--- config.mk ---
export PLATFORM = sky130hd
export DESIGN_NAME = decoder_stream_onehot
export DESIGN_NICKNAME = d
export VERILOG_FILES = /design/src/rtl/decoder_stream_onehot.sv
export SDC_FILE = /design/constraint.sdc
export NUM_CORES = 1
export LEC_CHECK = 0
export BUFFER_PORTS_ARGS = -buffer_cell sky130_fd_sc_hd__buf_4
export CAP_MARGIN = 20
export CELL_PAD_IN_SITES_DETAIL_PLACEMENT = 1
export CELL_PAD_IN_SITES_GLOBAL_PLACEMENT = 1
export CORE_AREA = 2 2 65 92
export CTS_BUF_LIST = sky130_fd_sc_hd__clkbuf_2
export DETAILED_ROUTE_END_ITERATION = 8
export DIE_AREA = 0 0 67 94
export PLACE_DENSITY_LB_ADDON = 0.3
export SLEW_MARGIN = 20
export SYNTH_ARGS = -nofsm -noshare
export SYNTH_HDL_FRONTEND = slang
export SYNTH_SLANG_ARGS = --single-unit
--- constraint.sdc ---
create_clock -name clk -period 2.4 [get_ports clk]
set_input_delay 0.36 -clock clk [delete_from_list [all_inputs] [get_ports clk]]
set_output_delay 0.36 -clock clk [all_outputs]
set_load 0.02 [all_outputs]
--- src/rtl/decoder_stream_onehot.sv ---
// Streaming binary-to-one-hot decoder: a 2-entry code FIFO feeds an output FSM that holds each word HOLD cycles.
// A code pushed into an empty FIFO is on out_onehot one edge later; in_ready is low only while the FIFO is full.
module decoder_stream_onehot #(
  parameter int N     = 2,
  parameter int HOLD  = 1,
  parameter int CNT_W = 8
) (
  input  logic              clk,
  input  logic              rst,
  input  logic              in_valid,
  output logic              in_ready,
  input  logic [N-1:0]      in_code,
  input  logic              en,
  output logic              out_valid,
  output logic [2**N-1:0]   out_onehot,
  output logic              busy,
  output logic [CNT_W-1:0]  count
);

  typedef enum logic {S_IDLE, S_DRIVE} state_t;

  state_t           r_state;
  state_t           w_next;
  logic [N-1:0]     r_mem [2];
  logic             r_wptr;
  logic             r_rptr;
  logic [1:0]       r_fill;
  logic [7:0]       r_hold;
  logic [N-1:0]     r_code;
  logic [CNT_W-1:0] r_count;
  logic             w_empty;
  logic             w_full;
  logic             w_push;
  logic             w_load;

  assign w_empty = (r_fill == 2'd0);
  assign w_full  = (r_fill == 2'd2);
  assign w_push  = in_valid && !w_full;
  // A load happens from IDLE or on the last cycle of the current word; it is also the FIFO pop.
  assign w_load  = !w_empty && en && ((r_state == S_IDLE) || (r_hold == 8'd0));

  always_ff @(posedge clk) begin
    if (w_push) begin
      r_mem[r_wptr] <= in_code;
    end
  end

  always_ff @(posedge clk or posedge rst) begin
    if (rst) begin
      r_wptr <= 1'b0;
      r_rptr <= 1'b0;
      r_fill <= 2'd0;
    end else begin
      if (w_push) begin
        r_wptr <= ~r_wptr;
      end
      if (w_load) begin
        r_rptr <= ~r_rptr;
      end
      r_fill <= r_fill + {1'b0, w_push} - {1'b0, w_load};
    end
  end

  always_ff @(posedge clk or posedge rst) begin
    if (rst) begin
      r_state <= S_IDLE;
    end else begin
      r_state <= w_next;
    end
  end

  always_comb begin
    w_next = r_state;
    case (r_state)
      S_IDLE: begin
        if (w_load) begin
          w_next = S_DRIVE;
        end
      end
      S_DRIVE: begin
        if ((r_hold == 8'd0) && !w_load) begin
          w_next = S_IDLE;
        end
      end
      default: w_next = S_IDLE;
    endcase
  end

  always_ff @(posedge clk or posedge rst) begin
    if (rst) begin
      r_hold  <= 8'd0;
      r_code  <= '0;
      r_count <= '0;
    end else if (w_load) begin
      r_hold  <= 8'(HOLD - 1);
      r_code  <= r_mem[r_rptr];
      r_count <= r_count + 1'b1;
    end else if ((r_state == S_DRIVE) && (r_hold != 8'd0)) begin
      r_hold <= r_hold - 8'd1;
    end
  end

  always_comb begin
    out_valid  = (r_state == S_DRIVE);
    out_onehot = '0;
    if (r_state == S_DRIVE) begin
      out_onehot[r_code] = 1'b1;
    end
  end

  assign in_ready = !w_full;
  assign busy     = (r_state == S_DRIVE) || !w_empty;
  assign count    = r_count;

endmodule

==> metrics.txt <==
first-pass GRT wire length 5030 um; CP Class reg2reg; IO buf count 20; CORE AREA roughly 0.0054 mm2; EDFF count, synth 4; largest net degree at the start of global routing 21; Placed Cells between 200 and 250; setup bufs post-CTS 0; Mapped Area roughly 0.0013 mm2; initial drt markers 20; chip width ~67 um; Worst-Margin Slew ~0.62 ns; number of synthesized register bits 27; Placer Congestion 0.742; RSZ-0062 raised after global routing no; Root Driver clkbuf_2; Worst setup EP type flop; syn nets about 130; RR Startpoint r_hold[3]$_DFFE_PP0P_; Hold Crit Class in2async; Clk Latency, worst-skew pair 0.35 ns; Yosys warnings 0; Leak Pwr ~0.66 nW; Slew Viols, Final 0; DRC errors left 0; sequential share of the synthesized area 0.518; worst-path maximum fanout 9; WP data required between 2 and 3 ns; area leader, netlist dfrtp_1; CTS tree yes; GRT overflow 0; row count 32; Max-cap violations 0; non-filler cells, final approximately 210; clock skew slightly below 0.009 ns; Avg WL per Cell 14.0 um; Final setup viols 0; outcome completed; Mapped Cells between 100 and 150; area share of the largest cell type after synthesis 0.429; min Tclk post-route between 2 and 2.5 ns; most frequent cell after synthesis dfrtp_1; cts hold-fix bufs 0; Pwr per Cell Area 566 mW/mm2; met1 Resource Use GR 0.119; Mapped Avg Cell Area around 11 um2; busiest grt layer met2; Worst EP arrival 2.51 ns; Net count, final roughly 160; vias in the first global route roughly 1100; layout cell share with drive strength beyond 1 0.219; Ant. Diodes 0; fin crit share 0.931; CP Launch Type flop; H-tree levels 1; Initial Util 0.247; clock buffer depth 2; Sink Count 27; cts bufs inserted 3; FMAX 0.447 GHz; ys async rst share 0.852; Die H 94 um; vias per cell 4.76; Total Wirelength 2990 um; setup TNS 0 ns; filler instances 663; Post-DRT Antenna Nets 0; Main synth FF type dfrtp_1; Area growth, synth to finish 17.6%; clock-pin slew on the worst setup and hold paths around 0.24 ns; Tot GR Track Use 0.105; CP Launch Point r_hold[3]$_DFFE_PP0P_; First-pass DRT Iterations 4; Synth top cells by count dfrtp_1, nand3_1, xnor2_1; detailed-placement wirelength estimate 2270 um; via count approximately 1000; Max IR drop VDD between 300 and 400 uV; Synth area leaders dfrtp_1, edfxtp_1, xnor2_1, nand3_1, o21ai_0; Die Footprint 0.00630 mm2; initial antenna violation count 0; I/O pins 21; Distinct cells, synth 35; Fin. Hold Viols 0; GRT met3 Usage 0.0168; met2 Track Usage GR 0.192; Slew HR 0.583; post-cts sizing count 0
==> registers in the layout, indices dropped and copies added, names as in the netlist <==
| register | cells |
|---|---|
| count | 8 |
| r_hold | 8 |
| r_mem | 4 |
| r_code | 2 |
| r_fill | 2 |
| out_valid | 1 |
| r_rptr | 1 |
| r_wptr | 1 |
==> final timing paths <==
| check | endpoint | slack [ns] | cells after the start |
|---|---|---|---|
| min in group clk | r_mem[1][0]$_DFFE_PP_ | 0.18 | 1 |
| worst max register to register | r_fill[1]$_DFF_PP0_ | 0.17 | 7 |
| max in group asynchronous | r_code[0]$_DFFE_PP0P_ | 1.80 | 3 |
| worst min register to register | count[7]$_DFFE_PP0P_ | 0.50 | 1 |
| worst min-delay path | r_hold[0]$_DFFE_PP0P_ | 0.03 | 2 |
| worst max-delay path | r_fill[1]$_DFF_PP0_ | 0.17 | 7 |
==> power breakdown <==
group	internal [W]	switching (W)
Sequential	0.000510	0.0000353
Clock	0.0000440	0.000131
Combinational	0.0000703	0.000103
==> logic make-up (layout without fill, tap and decap cells) <==
| logic type | Yosys count | after routing | synth area share |
|---|---|---|---|
| AOI/OAI and AO/OA | 21 | 21 | 0.106 |
| xor gates and xnor gates | 13 | 13 | 0.0848 |
| adders and majority gates | 3 | 3 | 0.0280 |
| buffers and inverters | 10 | 31 | 0.0429 |
| DFF | 27 | 27 | 0.518 |
| muxes | 3 | 3 | 0.0233 |
| and+or+nand+nor | 48 | 48 | 0.197 |
==> layout make-up <==
| class | count | area (um2) | share of cell area |
|---|---|---|---|
| clock buffer | 4 | 20.0 | 0.0127 |
| tap | 68 | 85.1 | 0.0539 |
| timing repair buffer | 23 | 173 | 0.109 |
| inverter | 4 | 15.0 | 0.00951 |
| sequential | 27 | 697 | 0.441 |
| multi-input combinational | 88 | 589 | 0.373 |
==> metrics by stage <==
stage	hold slack [ns]	setup WS, ns	total power (W)	util	instance area (um2)
after CTS	0.0310	0.136	0.000906	0.290	1580
after global routing	0.00563	0.00745	0.000961	0.290	1580
after floorplan	0.362	0.239	0.000668	-	1340
after detailed placement	0.469	0.169	0.000731	0.286	1560
after global placement	0.460	0.207	0.000723	0.286	1560
final	0.0346	0.165	0.000893	0.290	1580
==> layout by cell type (no fill, tap or decap), types with 6 or more instances in the layout <==
cell / synthesis / layout
o21ai_0: 8 / 8
nand3_1: 14 / 14
buf_4: 1 / 23
dfrtp_1: 23 / 22
xnor2_1: 11 / 11
nand2_1: 6 / 6
==> per-layer routing <==
layer	vias to the layer above	routed length [um]
met2	19	1640
met3	5	67
li1	487	-
met5	-	0
met4	0	44
met1	507	1250
==> critical path: stages, from the launching register on <==
cell	delay, ns
dfrtp_2	0.51
or4_4	0.58
o31ai_4	0.26
nand2_2	0.14
xor2_1	0.20
ha_1	0.20
xor2_1	0.15
xnor2_1	0.13
Power figures use the tool's default switching activity.
